### config.mk
export PLATFORM = sky130hd
export DESIGN_NAME = axi_pipeline_add_cmp
export DESIGN_NICKNAME = d
export VERILOG_FILES = /design/src/rtl/axi_pipeline_add_cmp_pkg.sv /design/src/rtl/axi_pipeline_add_cmp_stage.sv /design/src/rtl/axi_pipeline_add_cmp.sv
export SDC_FILE = /design/constraint.sdc
export NUM_CORES = 2
export LEC_CHECK = 0
export ABC_AREA = 1
export BUFFER_PORTS_ARGS = -buffer_cell sky130_fd_sc_hd__buf_4
export CORE_ASPECT_RATIO = 0.75
export CORE_MARGIN = 8
export CORE_UTILIZATION = 30
export CTS_BUF_LIST = sky130_fd_sc_hd__clkbuf_4 sky130_fd_sc_hd__clkbuf_8
export CTS_CLUSTER_SIZE = 30
export DETAILED_ROUTE_END_ITERATION = 8
export PLACE_DENSITY_LB_ADDON = 0.2
export SLEW_MARGIN = 20
export SYNTH_ARGS = -nofsm -noshare
export SYNTH_HDL_FRONTEND = slang
export SYNTH_HIERARCHICAL = 1
export SYNTH_SLANG_ARGS = --single-unit
export TNS_END_PERCENT = 50
### constraint.sdc
create_clock -name clk -period 22.5 [get_ports clk]
set_input_delay 2.25 -clock clk [delete_from_list [all_inputs] [get_ports clk]]
set_output_delay 2.25 -clock clk [all_outputs]
set_load 0.01 [all_outputs]
### src/rtl/axi_pipeline_add_cmp_pkg.sv
// Shared definitions for the chunked {carry,result} vs threshold comparator:
// chunk count helper, compare-state encoding and the per-chunk compare step.
package axi_pipeline_add_cmp_pkg;

    // Widest slice the chunk-compare helper can take; slices are zero-extended to this.
    localparam int MAX_CHUNK_SZ = 64;

    typedef logic [1:0] cmp_state_t;

    localparam cmp_state_t CMP_EQ = 2'b00;
    localparam cmp_state_t CMP_GT = 2'b01;
    localparam cmp_state_t CMP_LT = 2'b10;

    function automatic int num_chunks(input int dwidth, input int chunk_sz);
        return dwidth / chunk_sz;
    endfunction

    // A differing slice decides the outcome; an equal slice keeps the verdict of the lower chunks.
    function automatic cmp_state_t chunk_compare(input logic [MAX_CHUNK_SZ-1:0] lhs,
                                                 input logic [MAX_CHUNK_SZ-1:0] rhs,
                                                 input cmp_state_t prev_state);
        if (lhs > rhs) begin
            return CMP_GT;
        end else if (lhs < rhs) begin
            return CMP_LT;
        end else begin
            return prev_state;
        end
    endfunction

endpackage

### src/rtl/axi_pipeline_add_cmp_stage.sv
// One pipeline stage: registers the beat's pass-through fields and its cmp copy,
// and folds chunk STAGE_IDX of result vs cmp into the running compare state.
// CHUNK_SZ must not exceed MAX_CHUNK_SZ from the package.
module axi_pipeline_cmp_stage
    import axi_pipeline_add_cmp_pkg::*;
#(
    parameter int DWIDTH    = 64,
    parameter int UWIDTH    = 1,
    parameter int CHUNK_SZ  = 16,
    parameter int STAGE_IDX = 0
) (
    input  logic              clk,
    input  logic              areset,
    input  logic              advance,
    input  logic              prev_valid,
    input  logic [UWIDTH-1:0] prev_user,
    input  logic [DWIDTH-1:0] prev_a,
    input  logic [DWIDTH-1:0] prev_b,
    input  logic [DWIDTH-1:0] prev_result,
    input  logic              prev_carry,
    input  logic [DWIDTH-1:0] prev_cmp,
    input  cmp_state_t        prev_state,
    output logic              valid,
    output logic [UWIDTH-1:0] user,
    output logic [DWIDTH-1:0] a,
    output logic [DWIDTH-1:0] b,
    output logic [DWIDTH-1:0] result,
    output logic              carry,
    output logic [DWIDTH-1:0] cmp,
    output cmp_state_t        state
);

    localparam int LO = STAGE_IDX * CHUNK_SZ;

    logic [MAX_CHUNK_SZ-1:0] result_slice;
    logic [MAX_CHUNK_SZ-1:0] cmp_slice;

    assign result_slice = MAX_CHUNK_SZ'(prev_result[LO +: CHUNK_SZ]);
    assign cmp_slice    = MAX_CHUNK_SZ'(prev_cmp[LO +: CHUNK_SZ]);

    // Shift the whole beat (bubbles included) in on advance and update the compare state.
    always_ff @(posedge clk or posedge areset) begin
        if (areset) begin
            valid  <= 1'b0;
            user   <= '0;
            a      <= '0;
            b      <= '0;
            result <= '0;
            carry  <= 1'b0;
            cmp    <= '0;
            state  <= CMP_EQ;
        end else if (advance) begin
            valid  <= prev_valid;
            user   <= prev_user;
            a      <= prev_a;
            b      <= prev_b;
            result <= prev_result;
            carry  <= prev_carry;
            cmp    <= prev_cmp;
            state  <= chunk_compare(result_slice, cmp_slice, prev_state);
        end
    end

endmodule

### src/rtl/axi_pipeline_add_cmp.sv
// Compares the adder's extended sum {carry,result} against a per-beat threshold,
// one CHUNK_SZ slice per stage from LSB to MSB, and emits ge/eq with the beat.
// DWIDTH must be a multiple of CHUNK_SZ.
module axi_pipeline_add_cmp
    import axi_pipeline_add_cmp_pkg::*;
#(
    parameter int DWIDTH   = 64,
    parameter int UWIDTH   = 1,
    parameter int CHUNK_SZ = 16
) (
    input  logic              clk,
    input  logic              areset,
    input  logic [DWIDTH-1:0] cmp,
    output logic              s_axi_ready,
    input  logic              s_axi_valid,
    input  logic [DWIDTH-1:0] s_axi_data_a,
    input  logic [DWIDTH-1:0] s_axi_data_b,
    input  logic [DWIDTH-1:0] s_axi_data_result,
    input  logic              s_axi_data_carry,
    input  logic [UWIDTH-1:0] s_axi_user,
    input  logic              m_axi_ready,
    output logic              m_axi_valid,
    output logic [DWIDTH-1:0] m_axi_data_a,
    output logic [DWIDTH-1:0] m_axi_data_b,
    output logic [DWIDTH-1:0] m_axi_data_result,
    output logic              m_axi_data_carry,
    output logic [UWIDTH-1:0] m_axi_user,
    output logic              m_axi_ge,
    output logic              m_axi_eq
);

    localparam int NUM_CHUNKS = num_chunks(DWIDTH, CHUNK_SZ);

    // Index 0 is the upstream beat; index i (i >= 1) is the output of stage i-1.
    logic              stage_valid  [0:NUM_CHUNKS];
    logic [UWIDTH-1:0] stage_user   [0:NUM_CHUNKS];
    logic [DWIDTH-1:0] stage_a      [0:NUM_CHUNKS];
    logic [DWIDTH-1:0] stage_b      [0:NUM_CHUNKS];
    logic [DWIDTH-1:0] stage_result [0:NUM_CHUNKS];
    logic              stage_carry  [0:NUM_CHUNKS];
    logic [DWIDTH-1:0] stage_cmp    [0:NUM_CHUNKS];
    cmp_state_t        stage_state  [0:NUM_CHUNKS];

    logic advance;

    // The pipe only stalls when a finished beat is stuck at the output.
    assign advance     = m_axi_ready | ~stage_valid[NUM_CHUNKS];
    assign s_axi_ready = advance;

    assign stage_valid[0]  = s_axi_valid;
    assign stage_user[0]   = s_axi_user;
    assign stage_a[0]      = s_axi_data_a;
    assign stage_b[0]      = s_axi_data_b;
    assign stage_result[0] = s_axi_data_result;
    assign stage_carry[0]  = s_axi_data_carry;
    assign stage_cmp[0]    = cmp;
    assign stage_state[0]  = CMP_EQ;

    for (genvar i = 0; i < NUM_CHUNKS; i++) begin : g_stage
        axi_pipeline_cmp_stage #(
            .DWIDTH    (DWIDTH),
            .UWIDTH    (UWIDTH),
            .CHUNK_SZ  (CHUNK_SZ),
            .STAGE_IDX (i)
        ) u_stage (
            .clk         (clk),
            .areset      (areset),
            .advance     (advance),
            .prev_valid  (stage_valid[i]),
            .prev_user   (stage_user[i]),
            .prev_a      (stage_a[i]),
            .prev_b      (stage_b[i]),
            .prev_result (stage_result[i]),
            .prev_carry  (stage_carry[i]),
            .prev_cmp    (stage_cmp[i]),
            .prev_state  (stage_state[i]),
            .valid       (stage_valid[i+1]),
            .user        (stage_user[i+1]),
            .a           (stage_a[i+1]),
            .b           (stage_b[i+1]),
            .result      (stage_result[i+1]),
            .carry       (stage_carry[i+1]),
            .cmp         (stage_cmp[i+1]),
            .state       (stage_state[i+1])
        );
    end

    assign m_axi_valid       = stage_valid[NUM_CHUNKS];
    assign m_axi_user        = stage_user[NUM_CHUNKS];
    assign m_axi_data_a      = stage_a[NUM_CHUNKS];
    assign m_axi_data_b      = stage_b[NUM_CHUNKS];
    assign m_axi_data_result = stage_result[NUM_CHUNKS];
    assign m_axi_data_carry  = stage_carry[NUM_CHUNKS];

    // A set carry puts the sum above any DWIDTH-bit threshold; otherwise decode the final state.
    always_comb begin
        m_axi_ge = 1'b1;
        m_axi_eq = 1'b0;
        if (!stage_carry[NUM_CHUNKS]) begin
            m_axi_ge = (stage_state[NUM_CHUNKS] != CMP_LT);
            m_axi_eq = (stage_state[NUM_CHUNKS] == CMP_EQ);
        end
    end

endmodule
==> qor.txt <==
Initial Util = 0.303
Post-CTS Repair Setup Buffers = 0
Final Instance Area = 0.0428 mm^2
total number of vias = 26414
initial antenna violation count = 6
Max Cap Viol = 0
Post-Syn Instances = 4074
drt first pass iters = 6
input/output buffers = 459
Mapped Avg Cell Area = 8.61 um^2
CTS max path bufs = 3
Die Area = 0.128 mm^2
Worst-path clk slew = 60 ps
total CTS buffers = 151
crit end category = primary output
global route overflow = 0
Final Hold Viols = 0
Worst EP arrival = 3620 ps
setup TNS = 0 ps
period utilisation layout = 0.261
final hold slack = 448 ps
run status = completed
I/O Pins = 460
Post-Route WL = 103 mm
fin crit period = 5870 ps
Detailed Place HPWL = 64.7 mm
largest net degree at the start of global routing = 187
Die W = 411 um
number of global-route vias before repair = 26864
critical path required time = 20250 ps
Root Driver = clkbuf_8
proportion of layout cells with a drive suffix above 1 = 0.165
CTS resizes = 0
residual DRC count = 0
most used routing layer in global routing = met2
Setup violations, final = 0
nets@finish = 4831
CP Class = input pin to primary output
Static Leak = 0.0236 uW
fmax = 0.170 GHz
Pwr Density = 135 mW/mm^2
vias per inst = 4.28
total track usage = 0.160
worst hold path class = flop to flop
first-pass GRT wire length = 162 mm
Layout Skew = 36.8 ps
met1 usage = 0.221
met3 GRT Util = 0.0376
fin. max-slew vios = 0
M2 GR Usage = 0.248
Worst-Margin Slew = 1070 ps
placed cell areas = 0.0396 mm^2
H-tree depth = 4
Slew Limit Headroom = 0.290
clk sinks = 884
WL/cell = 16.7 um
Max rail drop VDD = 0.0523 mV
Row Count = 108
CTS tree = yes
synthesized cell area = 0.0351 mm^2
DR iter-0 viols = 1990
area of the core = 0.116 mm^2
worst-path maximum fanout = 186
gpl congestion = 0.757
RSZ-0062 raised after global routing = false
Post-Route Utilization = 0.370
Ys Warns = 6
critical path launch point type = input pin
CTS Hold Bufs = 0
pre-CTS setup slack = 16540 ps
clk_lat worst skew = 850 ps
die height = 312 um
Detail Route Antenna Nets = 0
final worst slack = 16630 ps
synth-to-layout area growth = 22.0%
-- layer usage --
layer	wire, um	part of all wire	vias up
li1	-	-	13145
met1	49000	0.48	12636
met2	46300	0.45	493
met3	4980	0.048	140
met4	2490	0.024	0
met5	0	0	-
-- stage by stage --
stage                     std cells  power [uW]
after floorplan                4075        3590
after global placement         5892        4290
after detailed placement       5892        4330
after CTS                      6160        5890
after global routing           6166        6240
final                          6166        5770
-- worst paths after layout --
kind | slack (ps) | from | end | depth (start not counted)
worst max-delay path | 16630 | m_axi_ready | s_axi_ready | 5
worst min-delay path | 450 | g_stage[2].u_stage/b[13]$_DFFE_PP0P_ | g_stage[3].u_stage/b[13]$_DFFE_PP0P_ | 2
worst max register to register | 18630 | g_stage[3].u_stage/valid$_DFFE_PP0P_ | g_stage[1].u_stage/a[34]$_DFFE_PP0P_ | 6
worst min register to register | 450 | g_stage[2].u_stage/b[13]$_DFFE_PP0P_ | g_stage[3].u_stage/b[13]$_DFFE_PP0P_ | 2
max in group asynchronous | 18790 | areset | g_stage[0].u_stage/result[27]$_DFFE_PP0P_ | 4
min in group asynchronous | 1540 | areset | g_stage[3].u_stage/b[40]$_DFFE_PP0P_ | 2
-- placed cells by master (no fill, tap or decap), types with 9 or more instances in the layout --
| cell type | instances |
|---|---|
| inv_8 | 9 |
| clkbuf_4 | 61 |
| o21ai_0 | 11 |
| clkinv_2 | 12 |
| buf_4 | 484 |
| inv_1 | 104 |
| nand3_1 | 15 |
| nor2_1 | 25 |
| a21oi_1 | 29 |
| dfrtp_1 | 884 |
| ha_1 | 64 |
| clkbuf_8 | 181 |
| nand2_1 | 2721 |
-- power breakdown --
part | internal (uW) | switching (uW)
clock | 844 | 675
combinational | 631 | 995
sequential | 2230 | 393
-- sequential cells by signal (all words and copies together), names as in the netlist --
register	flops
g_stage.u_stage/a	256
g_stage.u_stage/b	256
g_stage.u_stage/carry	4
g_stage.u_stage/cmp	96
g_stage.u_stage/result	256
g_stage.u_stage/state	8
g_stage.u_stage/user	4
g_stage.u_stage/valid	4
-- area by class of cell --
cell class,count,area (um^2)
clock inverter,26,224
timing repair buffer,486,3670
sequential,884,22100
multi-input combinational,2870,11400
inverter,112,478
antenna,6,15.0
clock buffer,242,2950
fill,12191,73000
tap,1540,1930
-- critical path, stage by stage --
cell and delay [ps]:
buf_4 80, inv_1 50, nand2_4 310, buf_12 510
buf_4 250
No activity file was read; power rests on OpenSTA's default activity.
